===== src/rtl/center_of_mass_nch.sv =====
// Multi-channel centre-of-mass engine: per-channel x/y sums and pixel counts, serially divided on tabulate.
// Optional per-channel bounding box outputs are enabled by defining COM_BBOX_EN.
module center_of_mass_nch #(
    parameter int HWIDTH    = 11,
    parameter int VWIDTH    = 10,
    parameter int CHANNELS  = 2,
    parameter int MIN_COUNT = 16,
    localparam int CW       = HWIDTH + VWIDTH,
    localparam int SXW      = HWIDTH + CW,
    localparam int SYW      = VWIDTH + CW,
    localparam int CHW      = (CHANNELS > 1) ? $clog2(CHANNELS) : 1,
    localparam int D        = SXW
) (
    input  logic              clk_in,
    input  logic              rst_in,
    input  logic [HWIDTH-1:0] x_in,
    input  logic [VWIDTH-1:0] y_in,
    input  logic [CHW-1:0]    ch_in,
    input  logic              valid_in,
    input  logic              tabulate_in,
    output logic [HWIDTH-1:0] x_out,
    output logic [VWIDTH-1:0] y_out,
    output logic [CHW-1:0]    ch_out,
    output logic [CW-1:0]     count_out,
    output logic              found_out,
    output logic              valid_out,
    output logic              busy_out
`ifdef COM_BBOX_EN
    ,
    output logic [HWIDTH-1:0] xmin_out,
    output logic [HWIDTH-1:0] xmax_out,
    output logic [VWIDTH-1:0] ymin_out,
    output logic [VWIDTH-1:0] ymax_out
`endif
);

    localparam int CTW = (D > 1) ? $clog2(D) : 1;
    localparam logic [CHW-1:0] LAST_CH = CHW'(CHANNELS - 1);
    localparam logic [CW-1:0]  MIN_CNT = CW'(MIN_COUNT);
    localparam logic [CTW-1:0] LAST_CYC = CTW'(D - 1);

    typedef enum logic [1:0] {
        S_IDLE = 2'd0,
        S_LOAD = 2'd1,
        S_DIV  = 2'd2,
        S_EMIT = 2'd3
    } state_t;

    state_t state_q, state_d;
    logic [CHW-1:0] chan_q, chan_d;
    logic [CTW-1:0] cyc_q, cyc_d;

    logic [SXW-1:0] sum_x_q [CHANNELS];
    logic [SXW-1:0] sum_x_d [CHANNELS];
    logic [SYW-1:0] sum_y_q [CHANNELS];
    logic [SYW-1:0] sum_y_d [CHANNELS];
    logic [CW-1:0]  cnt_q   [CHANNELS];
    logic [CW-1:0]  cnt_d   [CHANNELS];
    logic [CHANNELS-1:0] hit_s;
    logic clear_s;

    logic [SXW-1:0] xquo_q, xquo_d, yquo_q, yquo_d;
    logic [CW-1:0]  xrem_q, xrem_d, yrem_q, yrem_d;
    logic [CW-1:0]  dvs_q, dvs_d;
    logic           found_s;

    logic [HWIDTH-1:0] x_out_q, x_out_d;
    logic [VWIDTH-1:0] y_out_q, y_out_d;
    logic [CHW-1:0]    ch_out_q, ch_out_d;
    logic [CW-1:0]     count_out_q, count_out_d;
    logic              found_out_q, found_out_d;
    logic              valid_out_q, valid_out_d;
    logic              busy_out_q, busy_out_d;

`ifdef COM_BBOX_EN
    logic [HWIDTH-1:0] xmin_q [CHANNELS];
    logic [HWIDTH-1:0] xmin_d [CHANNELS];
    logic [HWIDTH-1:0] xmax_q [CHANNELS];
    logic [HWIDTH-1:0] xmax_d [CHANNELS];
    logic [VWIDTH-1:0] ymin_q [CHANNELS];
    logic [VWIDTH-1:0] ymin_d [CHANNELS];
    logic [VWIDTH-1:0] ymax_q [CHANNELS];
    logic [VWIDTH-1:0] ymax_d [CHANNELS];
    logic [HWIDTH-1:0] xmin_out_q, xmin_out_d, xmax_out_q, xmax_out_d;
    logic [VWIDTH-1:0] ymin_out_q, ymin_out_d, ymax_out_q, ymax_out_d;
`endif

    // One restoring-division step: shift in the dividend MSB, subtract when it fits.
    // A zero divisor never subtracts, so its quotient stays 0.
    function automatic logic [CW+SXW-1:0] div_step(
        input logic [CW-1:0]  rem,
        input logic [SXW-1:0] quo,
        input logic [CW-1:0]  dvs
    );
        logic [CW:0]   sh;
        logic [CW-1:0] rem_n;
        logic          qbit;
        sh = {rem, quo[SXW-1]};
        if ((dvs != {CW{1'b0}}) && (sh >= {1'b0, dvs})) begin
            rem_n = CW'(sh - {1'b0, dvs});
            qbit  = 1'b1;
        end else begin
            rem_n = sh[CW-1:0];
            qbit  = 1'b0;
        end
        return {rem_n, quo[SXW-2:0], qbit};
    endfunction

    assign found_s = (dvs_q != {CW{1'b0}}) && (dvs_q >= MIN_CNT);
    assign clear_s = (state_q == S_EMIT) && (chan_q == LAST_CH);

    // Per-channel accumulation in IDLE; saturated channels and unknown channels drop the pixel.
    always_comb begin
        hit_s = {CHANNELS{1'b0}};
        for (int i = 0; i < CHANNELS; i++) begin
            sum_x_d[i] = sum_x_q[i];
            sum_y_d[i] = sum_y_q[i];
            cnt_d[i]   = cnt_q[i];
            hit_s[i]   = (state_q == S_IDLE) && valid_in && (ch_in == CHW'(i))
                         && (cnt_q[i] != {CW{1'b1}});
            if (clear_s) begin
                sum_x_d[i] = {SXW{1'b0}};
                sum_y_d[i] = {SYW{1'b0}};
                cnt_d[i]   = {CW{1'b0}};
            end else if (hit_s[i]) begin
                sum_x_d[i] = sum_x_q[i] + SXW'(x_in);
                sum_y_d[i] = sum_y_q[i] + SYW'(y_in);
                cnt_d[i]   = cnt_q[i] + CW'(1);
            end else begin
                cnt_d[i]   = cnt_q[i];
            end
        end
    end

`ifdef COM_BBOX_EN
    // Bounding-box trackers follow the same accept/clear rules as the sums.
    always_comb begin
        for (int i = 0; i < CHANNELS; i++) begin
            xmin_d[i] = xmin_q[i];
            xmax_d[i] = xmax_q[i];
            ymin_d[i] = ymin_q[i];
            ymax_d[i] = ymax_q[i];
            if (clear_s) begin
                xmin_d[i] = {HWIDTH{1'b1}};
                xmax_d[i] = {HWIDTH{1'b0}};
                ymin_d[i] = {VWIDTH{1'b1}};
                ymax_d[i] = {VWIDTH{1'b0}};
            end else if (hit_s[i]) begin
                xmin_d[i] = (x_in < xmin_q[i]) ? x_in : xmin_q[i];
                xmax_d[i] = (x_in > xmax_q[i]) ? x_in : xmax_q[i];
                ymin_d[i] = (y_in < ymin_q[i]) ? y_in : ymin_q[i];
                ymax_d[i] = (y_in > ymax_q[i]) ? y_in : ymax_q[i];
            end else begin
                xmin_d[i] = xmin_q[i];
            end
        end
    end
`endif

    // Tabulation FSM, dividers and registered result outputs.
    always_comb begin
        state_d     = state_q;
        chan_d      = chan_q;
        cyc_d       = cyc_q;
        xquo_d      = xquo_q;
        yquo_d      = yquo_q;
        xrem_d      = xrem_q;
        yrem_d      = yrem_q;
        dvs_d       = dvs_q;
        x_out_d     = x_out_q;
        y_out_d     = y_out_q;
        ch_out_d    = ch_out_q;
        count_out_d = count_out_q;
        found_out_d = found_out_q;
        valid_out_d = 1'b0;
`ifdef COM_BBOX_EN
        xmin_out_d  = xmin_out_q;
        xmax_out_d  = xmax_out_q;
        ymin_out_d  = ymin_out_q;
        ymax_out_d  = ymax_out_q;
`endif
        case (state_q)
            S_IDLE: begin
                if (tabulate_in) begin
                    state_d = S_LOAD;
                    chan_d  = {CHW{1'b0}};
                end else begin
                    state_d = S_IDLE;
                end
            end
            S_LOAD: begin
                xquo_d  = sum_x_q[chan_q];
                yquo_d  = SXW'(sum_y_q[chan_q]);
                xrem_d  = {CW{1'b0}};
                yrem_d  = {CW{1'b0}};
                dvs_d   = cnt_q[chan_q];
                cyc_d   = {CTW{1'b0}};
                state_d = S_DIV;
            end
            S_DIV: begin
                {xrem_d, xquo_d} = div_step(xrem_q, xquo_q, dvs_q);
                {yrem_d, yquo_d} = div_step(yrem_q, yquo_q, dvs_q);
                cyc_d = cyc_q + CTW'(1);
                if (cyc_q == LAST_CYC) begin
                    state_d = S_EMIT;
                end else begin
                    state_d = S_DIV;
                end
            end
            S_EMIT: begin
                valid_out_d = 1'b1;
                ch_out_d    = chan_q;
                count_out_d = dvs_q;
                found_out_d = found_s;
                x_out_d     = found_s ? xquo_q[HWIDTH-1:0] : {HWIDTH{1'b0}};
                y_out_d     = found_s ? yquo_q[VWIDTH-1:0] : {VWIDTH{1'b0}};
`ifdef COM_BBOX_EN
                xmin_out_d  = found_s ? xmin_q[chan_q] : {HWIDTH{1'b0}};
                xmax_out_d  = found_s ? xmax_q[chan_q] : {HWIDTH{1'b0}};
                ymin_out_d  = found_s ? ymin_q[chan_q] : {VWIDTH{1'b0}};
                ymax_out_d  = found_s ? ymax_q[chan_q] : {VWIDTH{1'b0}};
`endif
                if (chan_q == LAST_CH) begin
                    state_d = S_IDLE;
                end else begin
                    chan_d  = chan_q + CHW'(1);
                    state_d = S_LOAD;
                end
            end
            default: begin
                state_d = S_IDLE;
            end
        endcase
        busy_out_d = (state_d != S_IDLE);
    end

    // State and output registers with synchronous reset.
    always_ff @(posedge clk_in) begin
        if (rst_in) begin
            state_q     <= S_IDLE;
            chan_q      <= {CHW{1'b0}};
            cyc_q       <= {CTW{1'b0}};
            xquo_q      <= {SXW{1'b0}};
            yquo_q      <= {SXW{1'b0}};
            xrem_q      <= {CW{1'b0}};
            yrem_q      <= {CW{1'b0}};
            dvs_q       <= {CW{1'b0}};
            x_out_q     <= {HWIDTH{1'b0}};
            y_out_q     <= {VWIDTH{1'b0}};
            ch_out_q    <= {CHW{1'b0}};
            count_out_q <= {CW{1'b0}};
            found_out_q <= 1'b0;
            valid_out_q <= 1'b0;
            busy_out_q  <= 1'b0;
            for (int i = 0; i < CHANNELS; i++) begin
                sum_x_q[i] <= {SXW{1'b0}};
                sum_y_q[i] <= {SYW{1'b0}};
                cnt_q[i]   <= {CW{1'b0}};
            end
`ifdef COM_BBOX_EN
            xmin_out_q <= {HWIDTH{1'b0}};
            xmax_out_q <= {HWIDTH{1'b0}};
            ymin_out_q <= {VWIDTH{1'b0}};
            ymax_out_q <= {VWIDTH{1'b0}};
            for (int i = 0; i < CHANNELS; i++) begin
                xmin_q[i] <= {HWIDTH{1'b1}};
                xmax_q[i] <= {HWIDTH{1'b0}};
                ymin_q[i] <= {VWIDTH{1'b1}};
                ymax_q[i] <= {VWIDTH{1'b0}};
            end
`endif
        end else begin
            state_q     <= state_d;
            chan_q      <= chan_d;
            cyc_q       <= cyc_d;
            xquo_q      <= xquo_d;
            yquo_q      <= yquo_d;
            xrem_q      <= xrem_d;
            yrem_q      <= yrem_d;
            dvs_q       <= dvs_d;
            x_out_q     <= x_out_d;
            y_out_q     <= y_out_d;
            ch_out_q    <= ch_out_d;
            count_out_q <= count_out_d;
            found_out_q <= found_out_d;
            valid_out_q <= valid_out_d;
            busy_out_q  <= busy_out_d;
            sum_x_q     <= sum_x_d;
            sum_y_q     <= sum_y_d;
            cnt_q       <= cnt_d;
`ifdef COM_BBOX_EN
            xmin_out_q  <= xmin_out_d;
            xmax_out_q  <= xmax_out_d;
            ymin_out_q  <= ymin_out_d;
            ymax_out_q  <= ymax_out_d;
            xmin_q      <= xmin_d;
            xmax_q      <= xmax_d;
            ymin_q      <= ymin_d;
            ymax_q      <= ymax_d;
`endif
        end
    end

    assign x_out     = x_out_q;
    assign y_out     = y_out_q;
    assign ch_out    = ch_out_q;
    assign count_out = count_out_q;
    assign found_out = found_out_q;
    assign valid_out = valid_out_q;
    assign busy_out  = busy_out_q;
`ifdef COM_BBOX_EN
    assign xmin_out  = xmin_out_q;
    assign xmax_out  = xmax_out_q;
    assign ymin_out  = ymin_out_q;
    assign ymax_out  = ymax_out_q;
`endif

endmodule

===== config.mk =====
export PLATFORM = sky130hd
export DESIGN_NAME = center_of_mass_nch
export DESIGN_NICKNAME = d
export VERILOG_FILES = /design/src/rtl/center_of_mass_nch.sv
export SDC_FILE = /design/constraint.sdc
export NUM_CORES = 1
export LEC_CHECK = 0
export CORE_MARGIN = 2
export CORE_UTILIZATION = 30
export DETAILED_ROUTE_END_ITERATION = 16
export PLACE_DENSITY = 0.42
export RECOVER_POWER = 25
export SLEW_MARGIN = 20
export SYNTH_ARGS = -nofsm -noshare
export SYNTH_HDL_FRONTEND = slang
export SYNTH_SLANG_ARGS = --single-unit

===== constraint.sdc =====
create_clock -name clk_in -period 4.3 [get_ports clk_in]
set_input_delay 1.075 -clock clk_in [delete_from_list [all_inputs] [get_ports clk_in]]
set_output_delay 1.075 -clock clk_in [all_outputs]
set_load 0.01 [all_outputs]

# ---- Yosys cells after proc, flatten, opt, wreduce, memory -nomap -nowiden
# Cells that the tools add are included.
dict set report word_totals {
  register_bits 349
  elab_cells 88
  in_bits 26
  out_inout_bits 46
}
dict set report classes {
  n_reduce_logical 16
  n_mux 28
  bitwise 2
  eq_ne 7
  addsub 10
  magnitude_cmp 4
}
# cell count
set op_table {}
lappend op_table {{one-hot mux 32 bit (2 select lines)} 2}
lappend op_table {{2-to-1 mux 21 bit} 5}
lappend op_table {{2-to-1 mux 32 bit} 3}
lappend op_table {{2-to-1 mux 31 bit} 3}
lappend op_table {{one-hot mux 21 bit (2 select lines)} 2}
lappend op_table {{adder 32 x 11 -> 32 bit} 2}
lappend op_table {{adder 31 x 10 -> 31 bit} 2}
lappend op_table {{greater-or-equal comparator 22 x 21 -> 1 bit} 2}
lappend op_table {{adder 21 x 1 -> 21 bit (second input constant)} 2}
lappend op_table {{!= test 21 bit (second input constant)} 2}
lappend op_table {{subtractor 21 bit} 2}
lappend op_table {{greater-or-equal comparator 21 x 5 -> 1 bit (second input constant)} 1}
lappend op_table {{nonzero test 21 bit} 1}
lappend op_table {{2-to-1 mux 11 bit} 1}
lappend op_table {{2-to-1 mux 10 bit} 1}
lappend op_table {{one-hot mux 5 bit (2 select lines)} 1}
lappend op_table {{logical AND 1 bit} 9}
lappend op_table {{2-to-1 mux 1 bit} 8}
lappend op_table {{one-hot mux 2 bit (4 select lines)} 1}
lappend op_table {{nonzero test 2 bit} 3}
lappend op_table {{adder 5 x 1 -> 5 bit (second input constant)} 1}
lappend op_table {{== test 5 bit (second input constant)} 1}
lappend op_table {{== test 2 bit (second input constant)} 2}
lappend op_table {{== test 2 x 1 -> 1 bit (second input constant)} 1}
lappend op_table {{other kinds (9)} 9}

# ---- Depth between registers and ports, before layout
# Gate-level depths: netlist (run 1).
dict set report depth {
  depth_word 5
  mapped_depth 14
}

# ---- Least setup slack after synthesis (run 1)
# Ideal clock, no wire load.
dict set report synth_path {
  path_type {input-to-reg}
  from {in y_in[0]}
  to {reg sum_y_q[30] in the netlist's numbering}
  path_buffers 1
  required_time_ns 4.172
  slack_ns 0.763
  stages 12
  arrival_time_ns 3.410
  cell_sequence {ha_1 -> fa_1 -> a21o_1 -> a21oi_1 -> o21bai_1 -> a2111o_1 -> a41oi_1 -> or2_1 -> buf_2 -> nor3_1 -> xnor2_1 -> nor2_1}
}
dict set report synth_between {
  elab_chain_len 1
}
# element line_no
set synth_rtl {}
lappend synth_rtl {{start, declared} 17} ;# input logic [VWIDTH-1:0] y_in,
lappend synth_rtl {{adder 31 x 10 -> 31 bit} 127} ;# sum_y_d[i] = sum_y_q[i] + SYW'(y_in);
lappend synth_rtl {{end signal, assigned by index} 257} ;# sum_y_q[i] <= {SYW{1'b0}};
lappend synth_rtl {{end signal, assigned} 289} ;# sum_y_q <= sum_y_d;
lappend synth_rtl {{end, declared} 55} ;# logic [SYW-1:0] sum_y_q [CHANNELS];
# No other way between the ends.
# A chain may end at the register's enable or synchronous reset.

# ---- Final worst setup path (run 1)
dict set report layout_path {
  from {in y_in[1]}
  to {reg sum_y_q[27] in the netlist's numbering}
}
# Same word-level chain as after synthesis.

==> results of run 1 <==
## synth_stat cells (45+ instances only)
cell	n	share of area [%]
sky130_fd_sc_hd__ha_1	92	6.1
sky130_fd_sc_hd__nand3_1	81	2.2
sky130_fd_sc_hd__xnor2_1	91	4.2
sky130_fd_sc_hd__clkbuf_1	90	1.8
sky130_fd_sc_hd__xor2_1	74	3.4
sky130_fd_sc_hd__a21oi_1	142	3.8
sky130_fd_sc_hd__nand2_1	272	5.4
sky130_fd_sc_hd__nand4_1	45	1.5
sky130_fd_sc_hd__inv_1	54	1.1
sky130_fd_sc_hd__dfxtp_1	349	37
sky130_fd_sc_hd__nor2_1	276	5.5
sky130_fd_sc_hd__mux2i_1	186	9.9
sky130_fd_sc_hd__o21ai_0	97	2.6
## flip-flops by register name, indices dropped and copies added (netlist names)
register,count
xrem_q,21
cyc_q,5
xquo_q,32
cnt_q,42
state_q,2
x_out,11
chan_q,1
yquo_q,32
yrem_q,21
count_out,21
busy_out,1
sum_y_q,62
found_out,1
dvs_q,21
sum_x_q,64
valid_out,1
y_out,10
ch_out,1
## power by group through the flow
stage / logic (mW) / clock network (mW) / registers [mW]
after floorplan: 2.71 / 0 / 3.55
after global placement: 3.53 / 0 / 3.62
after detailed placement: 3.54 / 0 / 3.62
after CTS: 3.55 / 4.03 / 3.55
after global routing: 3.91 / 4.16 / 3.57
final: 3.51 / 3.88 / 3.55
## cell families after synthesis
| kind of cell | share of synthesized area, % |
|---|---|
| mux | 10.00 |
| flops | 37.09 |
| simple gates | 20.90 |
| compound gates | 13.90 |
| xor+xnor | 7.672 |
| buf+inv | 3.680 |
| fa+ha+maj | 6.749 |
## layout make-up
cell class,instances,area [µm²]
inverters,55,206.4
clock inverters,15,235.2
diodes,1,2.502
fillers,6529,40000
multi-input cells,1741,11200
well taps,837,1047
flip-flops and latches,349,6988
clock buffers,60,1262
repair buffers,107,988.4
## through the flow
step                setup slack [ns]  hold slack [ns]  util (%)  power, mW  setup TNS, ns
CTS                           0.3929           0.4694     35.49      11.14              0
global placement             -0.1709           0.4546     33.07      7.155        -0.8158
finish                        0.4064           0.4677     35.41      10.94              0
global route                  0.1144           0.4888     35.41      11.64              0
detailed placement           -0.1812           0.4592     33.07      7.161        -0.9116
floorplan                     0.7626           0.4451         -      6.259              0
## path summary, 6_finish.rpt
kind	slack, ns	cells past startpoint	end
setup / recovery	0.41	12	sum_y_q[27]
hold / removal	0.47	2	x_out[3]
setup reg to reg	0.41	4	xquo_q[0]
hold reg to reg	0.47	2	x_out[3]
## critical path, delay by kind of cell
kind | cells | cell delay, ns
adders and majority gates | 1 | 0.26
and+or+nand+nor | 3 | 0.55
buffers and inverters | 2 | 0.78
xor gates and xnor gates | 1 | 0.15
AOI/OAI and AO/OA | 5 | 1.46
## layer usage
metal | vias to the layer above | GRT usage, %
met5 | - | 0
met4 | 0 | 4.027
met3 | 65 | 2.245
met2 | 146 | 26.61
met1 | 7197 | 21.43
li1 | 7967 | -
## layout by cell type (no fill, tap or decap), types with 5 or more instances in the layout
cell and n:
sky130_fd_sc_hd__dfxtp_1 348, sky130_fd_sc_hd__nor2_1 274, sky130_fd_sc_hd__nand2_1 272, sky130_fd_sc_hd__mux2i_1 186, sky130_fd_sc_hd__a21oi_1 141, sky130_fd_sc_hd__o21ai_0 97
sky130_fd_sc_hd__xnor2_1 91, sky130_fd_sc_hd__ha_1 89, sky130_fd_sc_hd__nand3_1 81, sky130_fd_sc_hd__xor2_1 74, sky130_fd_sc_hd__clkdlybuf4s50_1 70, sky130_fd_sc_hd__inv_1 54
sky130_fd_sc_hd__nand4_1 45, sky130_fd_sc_hd__clkbuf_16 45, sky130_fd_sc_hd__a211oi_1 35, sky130_fd_sc_hd__o21ai_1 34, sky130_fd_sc_hd__a21o_1 33, sky130_fd_sc_hd__nand2b_1 33
sky130_fd_sc_hd__buf_4 30, sky130_fd_sc_hd__nor3_1 29, sky130_fd_sc_hd__o211ai_1 25, sky130_fd_sc_hd__and3_1 24, sky130_fd_sc_hd__nor2b_1 22, sky130_fd_sc_hd__or3_1 22
sky130_fd_sc_hd__and4_1 14, sky130_fd_sc_hd__o21a_1 13, sky130_fd_sc_hd__and2_1 9, sky130_fd_sc_hd__clkbuf_1 9, sky130_fd_sc_hd__nor4_1 8, sky130_fd_sc_hd__clkbuf_8 8
sky130_fd_sc_hd__fa_1 6, sky130_fd_sc_hd__clkinv_2 6, sky130_fd_sc_hd__bufinv_16 6, sky130_fd_sc_hd__or2_2 5, sky130_fd_sc_hd__o21bai_1 5
==> impl_results.md, run 1 <==
- Post-synth ARST share: 0%
- Fin. max-slew vios: approximately 140
- Post-detailed-placement half-perimeter wirelength: ~35000 µm
- Post-Synthesis Net Count: 2391
- Signed area change from the synthesized netlist to the final layout: 16.45%
- Routed met3 length: 1333 µm
- Post-Syn Area: roughly 19000 µm²
- I/O pins: a little over 70
- Crit path from: y_in[1]
- Seq/Total Area, Yosys: 37.09%
- Delay of the slowest critical-path stage: about 0.61 ns
- Top_reg_cell synth: sky130_fd_sc_hd__dfxtp_1
- Clock tree from TritonCTS: yes
- RSZ-0062 raised after global routing: false
- Crit. End Element: flop
- Final standard cell area without fillers: approximately 22000 µm²
- Placement Cell Area: 20480 µm²
- Switching Power: approximately 3.8 mW
- Number of flops mapped to enable cells by yosys: 0
- Flop pwr share: roughly 32%
- Share of cells above drive strength 1: between 5 and 6%
- Count of unique library cells instantiated by Yosys: 71
- Number of hold violations in the final report: 0
- Uppermost metal layer occupied by signal nets: met4
- Worst path slowest cell: sky130_fd_sc_hd__a2111oi_0
- GR Overflow Total: 0
- Worst hold path class: flop to flop
- Vias in the first global route: 15215
- Violations in the final reports: capacitance limit, slew limit
- Clk pwr share: 35.5%
- Ordered list of cells on the worst path: clkdlybuf4s50_1 -> ha_1 -> a21o_1 -> a21o_1 -> a2111oi_0 -> buf_4 -> o311ai_1 -> a21oi_1 -> or2_1 -> nor3_1 -> xnor2_1 -> nor2_1
- Number of antenna violations at the first check in global routing: 0
- Number of standard cells in the layout, taps in and fillers out: between 3000 and 4000
- Clock latency reported for the late side of the worst-skew pair: a little under 0.6 ns
- Tightest Pin Transition: roughly 2.6 ns
- Peak ir drop on the vdd network: ~0.0003 V
- Maximum number of pins on one net before global-route repair: 82
- Ratio of final minimum period to clock period: 90.55%
- Clock H-tree levels: 2
- Worst endpoint data arrival time: approximately 4.3 ns
- Warnings, synthesis: 0
- Die Outline Area: 64810 µm²
- Maximum Capacitance Violations: 3
- Result of the run: finished with violations
- Total placed cells including tap cells: just over 3000
- Slew margin rel.: -75.36%
- Type of the worst setup path: input pin to flop
- Internal power of the cells: slightly above 7 mW
- Startpoint of the worst hold path: x_out[3]
- Worst reg2reg path startpoint: chan_q
- Total of flip-flops plus latches after synthesis: between 300 and 400
- Cells after synthesis: around 2300
- Number of clock buffers inserted by TritonCTS: between 40 and 50
- Switching share of power: approximately a third
- CTS Root Cell: sky130_fd_sc_hd__clkbuf_16
- Overall Global Routing Usage: approximately 16%
- Met2 wire length: roughly 23000 µm
- Post-CTS Hold Buffers: 0
- DRC Markers: 0
- CTS-repair resized insts: 0
- Die height: around 250 µm
- CORE AREA: roughly 62000 µm²
- Upper clock frequency limit: 256.8 MHz
- Wire length of the first global-routing pass: roughly 83000 µm
- Post-CTS Setup Inserts: 0
- Static leakage: 7.841 nW
- Final worst path period need: about 3.9 ns
- Total number of vias: 15375
- Wire length after detailed routing: approximately 50000 µm
- Crit-path most repeated cell: sky130_fd_sc_hd__a21o_1
- Routed via count divided by cell count: ~4.9
- Portion of total power attributed to combinational logic: between 30% and 40%
- Initial core utilization: a little under a third
- Number of detailed-routing iterations run before antenna repair: 5
- Critical path startpoint category: input pin
- Req. time, crit path: 4.69 ns
- Horizontal die dimension: roughly 250 µm
- Syn_area_per_cell: slightly above 8 µm²
- DRT met1 WL: 25610 µm
- Biggest fanout along the worst timing path: 12
- Gp weighted congestion: between 0.8 and 0.9
- Clock tree skew after final layout: 0.03573 ns
- Total setup violations reported at the end of the flow: 0
- Num rows: between 90 and 100
- First-iteration detailed-routing DRC count: 735
- TritonCTS sink count: about 350
- Nets: between 2000 and 2500
- DR WL/cell: ~16 µm
- # port buffers: 71
- Antenna-violating nets left: 0
- Clock Path Buffers: 3
- Clk pin slew, worst setup/hold paths: approximately 0.050 ns
- Power density normalized to cell area: ~500 nW/µm²
Power figures use the tool's default switching activity.
==> run 2, diff against run 1 <==
SKIP_CTS_REPAIR_TIMING = 1   (was default)
==> results of run 2 <==
No change in the layout: final DEF, timing and power equal those of run 1.
==> run 3, diff against run 2 <==
GPL_TIMING_DRIVEN = 0   (was default)
RECOVER_POWER = 50   (was 25)
==> impl_results.md, run 3 (synthesis results as in run 1) <==
- Multi-input combinational cell area: 11170 µm² (-0.28%)
- Register name with the most flops: sum_x_q
- Critical path startpoint category: input pin
- Upper clock frequency limit: 242.2 MHz (-5.7%)
- FF-to-FF End: yrem_q[13]
- Antenna-violating nets left: 0 (unchanged)
- Fin. max-slew vios: 0 (-100%)
- Maximum Capacitance Violations: 0 (-3)
- Wire length of the first global-routing pass: 93180 µm (+12%)
- DR WL/cell: 18.56 µm (+16%)
- Clock latency reported for the late side of the worst-skew pair: 0.58 ns (about the same)
- Slew margin rel.: 24.78% (+100 points)
- Worst setup slack for register-to-register paths: 0.44 ns (+0.03 ns)
- Hold EP: x_out[2]
- Final standard cell area without fillers: 22020 µm² (+0.39%)
- Nets: 2507 (+3.5%)
- TritonCTS sink count: 349 (unchanged)
- Tightest hold margin: 0.4646 ns (-0.003146 ns)
- CORE AREA: 61940 µm² (unchanged)
- Cell count of the worst reg-to-reg path: 13 (+9)
- Post-detailed-placement half-perimeter wirelength: 45570 µm (+29%)
- Worst reg2reg path startpoint: yquo_q[31]
- First-iteration detailed-routing DRC count: 920 (+25%)
- Vias in the first global route: 15699 (+3.2%)
- Share of cells above drive strength 1: 3.650% (-1.8 points)
- # port buffers: 70 (-1.4%)
- Clock Path Buffers: 3 (unchanged)
- Die height: 254.6 µm (unchanged)
- Static leakage: 7.965 nW (+1.6%)
- Commonest cells after routing, fill and taps aside: sky130_fd_sc_hd__dfxtp_1 (349), sky130_fd_sc_hd__nor2_1 (276), sky130_fd_sc_hd__nand2_1 (272)
- GR Overflow Total: 0 (unchanged)
- Worst endpoint data arrival time: 4.56 ns (+0.28 ns)
- Initial core utilization: 30.41% (unchanged)
- Post-placement setup slack: -0.6844 ns (-0.5032 ns)
- Biggest fanout along the worst timing path: 10 (-2)
- Worst path slowest cell: sky130_fd_sc_hd__clkdlybuf4s50_1
- Wire length after detailed routing: 60280 µm (+19%)
- Number of detailed-routing iterations run before antenna repair: 5 (unchanged)
- Total setup violations reported at the end of the flow: 0 (unchanged)
- Maximum number of pins on one net before global-route repair: 12 (-85%)
- CTS Root Cell: sky130_fd_sc_hd__clkbuf_16
- Result of the run: completed
- Req. time, crit path: 4.73 ns (+0.04 ns)
- Power density normalized to cell area: 500.5 nW/µm² (+0.34%)
- Overall Global Routing Usage: 18.64% (+2.7 points)
- Worst hold path class: flop to flop
- Peak ir drop on the vdd network: 0.0002951 V (-0.42%)
- Clock tree from TritonCTS: yes
- Number of clock buffers inserted by TritonCTS: 44 (unchanged)
- Total number of vias: 16113 (+4.8%)
- Clock tree skew after final layout: 0.04050 ns (+0.004772 ns)
- Fin worst setup slack: 0.1715 ns (-0.2349 ns)
- DRC Markers: 0 (unchanged)
- Die Outline Area: 64810 µm² (unchanged)
- Filler cell count: 6532 (+0.046%)
- Horizontal die dimension: 254.6 µm (unchanged)
- Num rows: 91 (unchanged)
- Number of standard cells in the layout, taps in and fillers out: 3248 (+2.6%)
- Signed area change from the synthesized netlist to the final layout: 16.91%
- Final worst path period need: 4.129 ns (+0.2349 ns)
- Clock H-tree levels: 2 (unchanged)
- Hold path cells: 2 (unchanged)
- Placement Cell Area: 20580 µm² (+0.49%)
- Delay of the slowest critical-path stage: 0.57 ns (-0.04 ns)
- Total placed cells including tap cells: 3174 (+2.8%)
- Commonest non-fill, non-tap cell in the layout: sky130_fd_sc_hd__dfxtp_1
- Number of antenna violations at the first check in global routing: 0 (unchanged)
- Biggest registers after layout: sum_x_q: 64 flops, sum_y_q: 62 flops, cnt_q: 42 flops
- Routed via count divided by cell count: 4.961 (+2.1%)
- Crit. End Element: flop
- Max reg flops: 64 (unchanged)
- Type of the worst setup path: input pin to flop
- Area taken by flip-flops and latches: 6987 µm² (about the same)
- Clk pin slew, worst setup/hold paths: 0.06 ns (about the same)
- Utilization of the core after routing: 35.55% (+0.14 points)
- I/O pins: 72 (unchanged)
- Ordered list of cells on the worst path: clkdlybuf4s50_1 -> ha_1 -> fa_1 -> a21o_1 -> a21oi_1 -> o21bai_1 -> a2111o_1 -> a41oi_2 -> or2_1 -> buf_2 -> nor3_1 -> xnor2_1 -> nor2_1
- Number of hold violations in the final report: 0 (unchanged)
- Startpoint of the worst hold path: x_out[2]
- Tightest Pin Transition: 1.128 ns (-1.502 ns)
- Antenna diode count: 0 (-1)
- Ratio of final minimum period to clock period: 96.01% (+5.5 points)
- Gp weighted congestion: 0.8551 (+3.3%)
-- run 3: how the worst max path moves through the flow --
stage / to / slack (ns) / start
finish: sum_y_q[30] / 0.17 / y_in[0]
global placement: sum_y_q[27] / -0.66 / y_in[1]
global route: sum_y_q[30] / -0.02 / y_in[0]
floorplan: sum_y_q[30] / 0.76 / y_in[0]
CTS: sum_y_q[27] / -0.07 / y_in[1]
detailed placement: sum_y_q[27] / -0.68 / y_in[1]
-- run 3: report_power, final --
part / total, mW / leakage, nW / switching (mW) / internal (mW)
clock: 3.70 / 0.704 / 1.50 / 2.21
sequential: 3.57 / 2.82 / 0.185 / 3.38
combinational: 3.75 / 4.44 / 2.34 / 1.41
total: 11.0 / 7.96 / 4.02 / 7.00
-- run 3: metrics by stage --
| stage | power, mW | setup TNS, ns |
|---|---|---|
| floorplan | 6.259 | 0 |
| global placement | 7.363 | -21.81 |
| detailed placement | 7.370 | -22.89 |
| CTS | 11.14 | -0.2280 |
| global route | 11.64 | -0.01889 |
| finish | 11.02 | 0 |
-- run 3: per-layer routing --
metal	part of all wire [%]	global-route usage (%)
met5	0	0
met1	51	27.04
met4	1.8	4.277
met3	4.1	2.439
met2	43	29.20
-- run 3: worst max-delay path: cells and delay by family --
| family | cells | cell delay [ns] |
|---|---|---|
| compound gates | 5 | 1.39 |
| xor+xnor | 1 | 0.15 |
| fa+ha+maj | 2 | 0.75 |
| buf+inv | 2 | 0.81 |
| simple gates | 3 | 0.37 |
-- run 3: layout make-up --
class                           instances  area share (%)
Buffer                                122           2.205
Sequential cell                       349           31.73
Inverter                               55          0.9375
Clock buffer                           67           6.131
Clock inverter                          7          0.3239
Multi-Input combinational cell       1741           50.74
Tap cell                              837           4.756
Timing Repair Buffer                   70           3.182
